## src/rtl/frame_gen.sv

```systemverilog
// Frame generator: overhead/payload/parity column mux fed by a payload byte FIFO.
// Optional BIP-8 parity accumulator compiled in with `define FRAME_GEN_BIP_EN.
module frame_gen #(
  parameter int unsigned FIFO_DEPTH = 8
) (
  input  logic                         i_clk,
  input  logic                         i_rst_n,
  input  logic                         i_pl_valid,
  input  logic [7:0]                   i_pl_data,
  output logic                         o_pl_ready,
  input  logic [1:0]                   i_row_cnt,
  input  logic [10:0]                  i_col_cnt,
  input  logic                         i_line_retrans_req,
  output logic                         o_valid,
  output logic [7:0]                   o_data,
  output logic [$clog2(FIFO_DEPTH):0]  o_fifo_level
);

  localparam int unsigned AW = $clog2(FIFO_DEPTH);
  localparam int unsigned LW = AW + 1;

  logic [7:0]    mem [FIFO_DEPTH];
  logic [AW-1:0] wr_ptr_q, rd_ptr_q;
  logic [LW-1:0] level_q;
  logic [7:0]    mfas_q;
  logic [7:0]    bip_byte;
  logic [7:0]    head;
  logic [7:0]    oh_byte;
  logic          push, pop, par_emit, fifo_nempty;
  logic          is_oh, is_pl, is_par;

  assign fifo_nempty  = (level_q != '0);
  assign head         = mem[rd_ptr_q];
  assign o_fifo_level = level_q;
  // Held low in reset so upstream never sees a ready it cannot use.
  assign o_pl_ready   = i_rst_n && (level_q < LW'(FIFO_DEPTH));
  assign push         = i_pl_valid && o_pl_ready;

  assign is_oh  = (i_col_cnt < 11'd16);
  assign is_pl  = (i_col_cnt >= 11'd16) && (i_col_cnt <= 11'd1039);
  assign is_par = (i_col_cnt == 11'd1040);

  always_comb begin
    oh_byte = 8'h00;
    if (i_row_cnt == 2'd0) begin
      if (i_col_cnt <= 11'd2)      oh_byte = 8'hF6;
      else if (i_col_cnt <= 11'd5) oh_byte = 8'h28;
      else if (i_col_cnt == 11'd6) oh_byte = mfas_q;
    end
  end

  always_comb begin
    o_valid  = 1'b0;
    o_data   = 8'h00;
    pop      = 1'b0;
    par_emit = 1'b0;
    if (i_rst_n) begin
      if (is_oh) begin
        o_valid = !i_line_retrans_req;
        o_data  = oh_byte;
      end else if (is_pl) begin
        o_valid = fifo_nempty && !i_line_retrans_req;
        o_data  = fifo_nempty ? head : 8'h00;
        pop     = o_valid;
      end else if (is_par) begin
        o_valid  = !i_line_retrans_req;
        o_data   = bip_byte;
        par_emit = o_valid;
      end
    end
  end

  // Storage needs no reset: occupancy and pointers alone define the contents.
  always_ff @(posedge i_clk) begin
    if (push) mem[wr_ptr_q] <= i_pl_data;
  end

  always_ff @(posedge i_clk or negedge i_rst_n) begin
    if (!i_rst_n) begin
      wr_ptr_q <= '0;
      rd_ptr_q <= '0;
      level_q  <= '0;
      mfas_q   <= 8'h00;
    end else begin
      if (push) wr_ptr_q <= wr_ptr_q + 1'b1;
      if (pop)  rd_ptr_q <= rd_ptr_q + 1'b1;
      unique case ({push, pop})
        2'b10:   level_q <= level_q + 1'b1;
        2'b01:   level_q <= level_q - 1'b1;
        default: level_q <= level_q;
      endcase
      if (par_emit && (i_row_cnt == 2'd3)) mfas_q <= mfas_q + 8'd1;
    end
  end

`ifdef FRAME_GEN_BIP_EN
  logic [7:0] bip_q;

  always_ff @(posedge i_clk or negedge i_rst_n) begin
    if (!i_rst_n)      bip_q <= 8'h00;
    else if (par_emit) bip_q <= 8'h00;
    else if (pop)      bip_q <= bip_q ^ head;
  end

  assign bip_byte = bip_q;
`else
  assign bip_byte = 8'h00;
`endif

endmodule

```

## config.mk

```make
export PLATFORM = sky130hd
export DESIGN_NAME = frame_gen
export DESIGN_NICKNAME = d
export VERILOG_FILES = /design/src/rtl/frame_gen.sv
export SDC_FILE = /design/constraint.sdc
export NUM_CORES = 1
export LEC_CHECK = 0
export CAP_MARGIN = 15
export CORE_MARGIN = 1
export CORE_UTILIZATION = 29
export CTS_CLUSTER_SIZE = 12
export DETAILED_ROUTE_END_ITERATION = 8
export SYNTH_ARGS = -nofsm -noshare
export SYNTH_HDL_FRONTEND = slang
export SYNTH_SLANG_ARGS = --single-unit
```

## constraint.sdc

```tcl
create_clock -name i_clk -period 2.47 [get_ports i_clk]
set_input_delay 0.3705 -clock i_clk [delete_from_list [all_inputs] [get_ports i_clk]]
set_output_delay 0.3705 -clock i_clk [all_outputs]
set_load 0.005 [all_outputs]
```

# Word level (Yosys, flattened, before mapping)
# Memory sizes are Yosys's and may differ from the RTL's.
# Cells that the tools add are included.
# op_classes
addsub,5
order_cmp,6
n_eq_ne,5
mux,21
n_reduce_logical,9
# op_table
cell,count
$mux W8,8
$mux W1,12
$eq A11 B11 Y1 const B,1
$eq A11 B3 Y1 const B,1
$ge A11 B5 Y1 const B,1
$le A11 B11 Y1 const B,1
$le A11 B2 Y1 const B,1
$le A11 B3 Y1 const B,1
$lt A11 B5 Y1 const B,1
$add A8 B1 Y8 const B,1
$pmux W4 S2,1
$add A3 B1 Y3 const B,2
$logic_and A1 B1 Y1,5
$add A4 B1 Y4 const B,1
$eq A2 B2 Y1 const B,2
$lt A4 B4 Y1 const B,1
$reduce_bool A4 Y1,1
$sub A4 B1 Y4 const B,1
$eq A2 B1 Y1 const B,1
$logic_not A2 Y1,1
$reduce_bool A2 Y1,1
$logic_not A1 Y1,1
# word_totals
reg_bits,18
ramBits,64
input_bits,25
output_inout_bits,14
word_cells,51
n_memories,1
# memory_table
name,words,word_bits,read_ports,rd_clocked_by_memory_dff,write_ports,line,rtl
mem,8,8,1,0,1,22,logic [7:0] mem [FIFO_DEPTH];

# Longest topological paths before layout
# depth
depth_word,7
ltp_mapped,11

# Worst setup path before layout
# OpenSTA, ideal clock, no wires.
# synth_path
path_kind,input port to flip-flop
startpoint,input port i_col_cnt[9]
endpoint,register level_q[3] (netlist: o_fifo_level[3])
setup_ps,80
t_arrival_ps,2800
required_time_ps,2390
path_slack_ps,-410
cell_stages,11
path_cell_list,or4_4 -> or4_1 -> clkbuf_1 -> nand3_1 -> inv_1 -> ha_1 -> ha_1 -> a21o_1 -> a21oi_1 -> mux2i_1 -> xnor2_1
# synth_between
elab_chain_cells,7
elab_cells_between_ends,11
cone_classes,3 x order compare; 2 x eq/ne; 4 x mux; 2 x reduce/logical
# synth_rtl
item,line,rtl
from (decl),12,"input logic [10:0] i_col_cnt,"
$ge A11 B5 Y1 or $le A11 B11 Y1 (tied branches),40,assign is_pl = (i_col_cnt >= 11'd16) && (i_col_cnt <= 11'd1039);
$logic_and A1 B1 Y1,40,
$mux W1,61,end else if (is_pl) begin
$mux W1 *,58,if (is_oh) begin
$mux W1 *,57,if (i_rst_n) begin
named net pop,29,"logic push, pop, par_emit, fifo_nempty;"
$eq A2 B1 Y1 or $eq A2 B2 Y1 (tied branches),87,"unique case ({push, pop})"
$pmux W4 S2 or $reduce_bool A2 Y1 (tied branches),--,
to (signal assigned),88,2'b10: level_q <= level_q + 1'b1;
to (signal assigned),89,2'b01: level_q <= level_q - 1'b1;
to (signal assigned),90,default: level_q <= level_q;
to (decl),24,logic [LW-1:0] level_q;
# Mark *: on every way through the listed nets, which the timed path passes. The rest lies on a longest branch.
# A chain may end at the register's enable or synchronous reset.

# Worst setup path in the final report
# layout_path
startpoint,input port i_col_cnt[8]
endpoint,output port o_valid
# layout_between
elab_chain_cells,5
elab_cells_between_ends,9
cone_classes,3 x order compare; 1 x eq/ne; 4 x mux; 1 x reduce/logical
# layout_rtl
item,line,rtl
"$ge A11 B5 Y1, or another cell as far along",40,
$logic_and A1 B1 Y1 or $mux W1 (tied branches),"40, 65",
$mux W1,61,
$mux W1 *,58,
$mux W1 *,57,
to (decl),14,"output logic o_valid,"
# Every way passes the cells marked *; elsewhere a longest branch is shown, timed or not.

==> impl_metrics.csv <==
group,metric,value,unit
outcome,outcome,"complete, no violations",
critical_path,rr_worst_depth,11,
critical_path,cp_slowest_cell,"or4_4",
timing,drv_slew,0,
placed_design,port_buffers,38,
global_route,grt_overflow,0,
worst_hold_path,min_path_type,"input port to asynchronous set/reset pin",
clocking,clk_latency,330,ps
power_and_ir_drop,seqPwrFrac,39.9,%
critical_path,crit_family,"simple AND/OR/NAND/NOR gates",
critical_path,crit_fanout,3,
detailed_routing,routedWlPerCell,15.5,um
detailed_routing,vias,2417,
layout,fin_util,41.2,%
layout,syn_to_final_growth,36.8,%
floorplan,num_rows,40,
clocking,cts_tree,"done",
synth,ys_types,37,
synth,syn_area_per_cell,15.0,um2
global_route,grtUsageTotal,12.9,%
synth,synth_edf_count,64,
critical_path,crit_required,2100,ps
synth,syn_nets,278,
timing,skew,3.48,ps
clocking,cts_num_sinks,82,
clocking,ctsHoldBuffers,0,
critical_path,crit_start,"i_col_cnt[8]",
clocking,path_clk_slew,60,ps
synth,yosysMostFrequentCell,"edfxtp_1",
floorplan,die_h,115,um
flow_run,max_cap_viol_count,0,
global_route,grt_pass1_vias,2382,
clocking,htree_levels,3,
power_and_ir_drop,power_switching,1300,uW
critical_path,worstPathArrival,2090,ps
synth,synth_cells,246,
floorplan,io_pins,39,
timing,period_minus_slack,2460,ps
timing,finalHoldViolCount,0,
power_and_ir_drop,power.share.clock,28.1,%
global_route,grt_max_degree,16,
power_and_ir_drop,total_power,4410,uW
critical_path,criticalPathCategory,"input port to output port",
synth,synth_common_cells,"edfxtp_1 (64), dfrtp_1 (18), nand2_1 (14)",
power_and_ir_drop,p_leak,0.00192,uW
critical_path,worst-path-buf-inv,2,
critical_path,r2r-start,"o_fifo_level[1]",
clocking,cts_made_buffers,9,
placed_design,place_hpwl,5580,um
timing,max_freq,0.407,GHz
synth,synthFlopType,"edfxtp_1",
critical_path,cp-start-kind,"input port",
detailed_routing,via_per_inst,4.71,
synth,synth_top_area_share,52.2,%
synth,synth_seq_cells,82,
layout,antennaDiodeCount,0,
detailed_routing,ant_nets,0,
power_and_ir_drop,p_int,3100,uW
floorplan,core-area,0.0122,mm2
synth,yosys.area.top_type,"edfxtp_1",
critical_path,endpoint_kind,"output port",
placed_design,gp_congestion,0.794,
layout,drive_gt1_share,37.7,%
synth,ys_top_cells_by_area,"edfxtp_1 (52%), dfrtp_1 (12%), mux4_2 (7.3%), mux2i_1 (3.0%), mux2_2 (2.1%)",
synth,yosysWarnings,0,
timing,fin_crit_sh,99.5,%
clocking,clockRootBuffer,"clkbuf_16",
critical_path,cp_num_cells,6,
critical_path,crit_chain,"buf_6 -> or4_4 -> or3_2 -> maj3_1 -> a21oi_2 -> clkdlybuf4s15_2",
detailed_routing,drc,0,
global_route,grt_antenna_before_repair,0,
synth,yosysSeqAreaShare,64.5,%
floorplan,initial_core_util,30.1,%
power_and_ir_drop,sw_frac_of_total,29.6,%
timing,slew_headroom,78.7,%
critical_path,cpPeakStageDelay,540,ps
power_and_ir_drop,p_per_area,875,mW/mm2
clocking,clock_path_buffers,2,
timing,worst_pin_slew,317,ps
floorplan,die_w,115,um
global_route,grt_pass1_wl,12600,um
detailed_routing,drtPass1Iterations,4,
detailed_routing,routed_wl,7930,um
power_and_ir_drop,peakVddDrop,0.000368,V
timing,tns,0,ps
timing,finalSetupViolCount,0,
timing,rsz0062_at_grt,"true",
power_and_ir_drop,pwr-share-comb,32.1,%
synth,synthArstFlopShare,22.0,%
synth,syn_area,0.00368,mm2
floorplan,dieArea,0.0131,mm2
layout,nets,372,
detailed_routing,first_iter_violations,131,
## sequential cells by signal (all words and copies together) (netlist names)
| register | count |
|---|---|
| mfas_q | 8 |
| rd_ptr_q | 3 |
| mem | 64 |
| wr_ptr_q | 3 |
| o_fifo_level | 4 |
## cell usage in the layout (no fill, tap or decap), drive strengths merged, types with 2 or more instances in the layout
cell            n
dlygate4sd2     3
clkbuf          9
xnor2           5
clkinvlp        2
xor2            8
nand2b          4
ha              6
buf            65
mux4           12
o21ai           2
inv             9
mux2            7
nand4           6
nand2          14
clkinv          3
clkdlybuf4s15   3
a21oi           7
clkdlybuf4s50  21
or4             5
a22oi           9
nor2b           5
mux2i          11
nor4            5
nand3          13
nor2           12
nor3            6
edfxtp         64
o31ai           2
and2            2
dfrtp          18
## layer usage
| metal | track usage (%) | part of all wire, % | up-vias |
|---|---|---|---|
| li1 | - | - | 1146 |
| met1 | 17.1 | 46 | 1227 |
| met2 | 21.1 | 50 | 36 |
| met3 | 3.12 | 3.3 | 8 |
| met4 | 3.90 | 1.1 | 0 |
| met5 | 0 | 0 | - |
## power groups by stage
stage	clock, uW	combinational [uW]	sequential (uW)
final	1240	1410	1760
after global routing	1310	1540	1780
after CTS	1250	1420	1760
after detailed placement	0	1390	1790
after global placement	0	1380	1780
after floorplan	0	820	1760
## metrics by stage
step	setup slack (ps)	hold slack, ps	std cells	instance area (um2)
floorplan	-276	74.9	246	3720
CTS	-56.7	455	512	4990
global route	-100	475	513	5030
detailed placement	-755	474	485	4610
finish	11.3	455	513	5030
global placement	-667	468	485	4610
## tightest hold or removal path, delay by kind of cell
| family | cells | cell delay, ps |
|---|---|---|
| buffers and inverters | 3 | 730 |
## cell families after synthesis
group / Yosys count / synth area share (%)
buffers and inverters: 16 / 1.90
flip-flops: 82 / 64.5
adder cells (fa/ha/maj): 8 / 2.86
multiplexers: 30 / 12.5
XOR/XNOR: 13 / 3.09
AO/OA/AOI/OAI: 23 / 4.22
AND/OR/NAND/NOR: 74 / 11.0
## what timing repair did
action | in CTS | in global routing
gates cloned | 0 | 0
pin swaps | 17 | 11
setup endpoints to repair | 12 | 11
buffers inserted | 11 | 1
resized for setup | 66 | 11
## final timing paths
kind,to,slack [ps]
max,o_valid,10
min,mfas_q[6],460
max reg2reg,o_fifo_level[3],260
min reg2reg,mfas_q[7],480
max in group asynchronous,rd_ptr_q[1],1810
min in group i_clk,mfas_q[7],480
## layout make-up
class | instances | area, um2
flip-flops and latches | 82 | 2370
clock buffers | 9 | 225
clock inverters | 7 | 53.8
inverters | 7 | 26.3
repair buffers | 92 | 778
well taps | 168 | 210
multi-input cells | 148 | 1370
fillers | 1140 | 7180
Power figures use the tool's default switching activity.
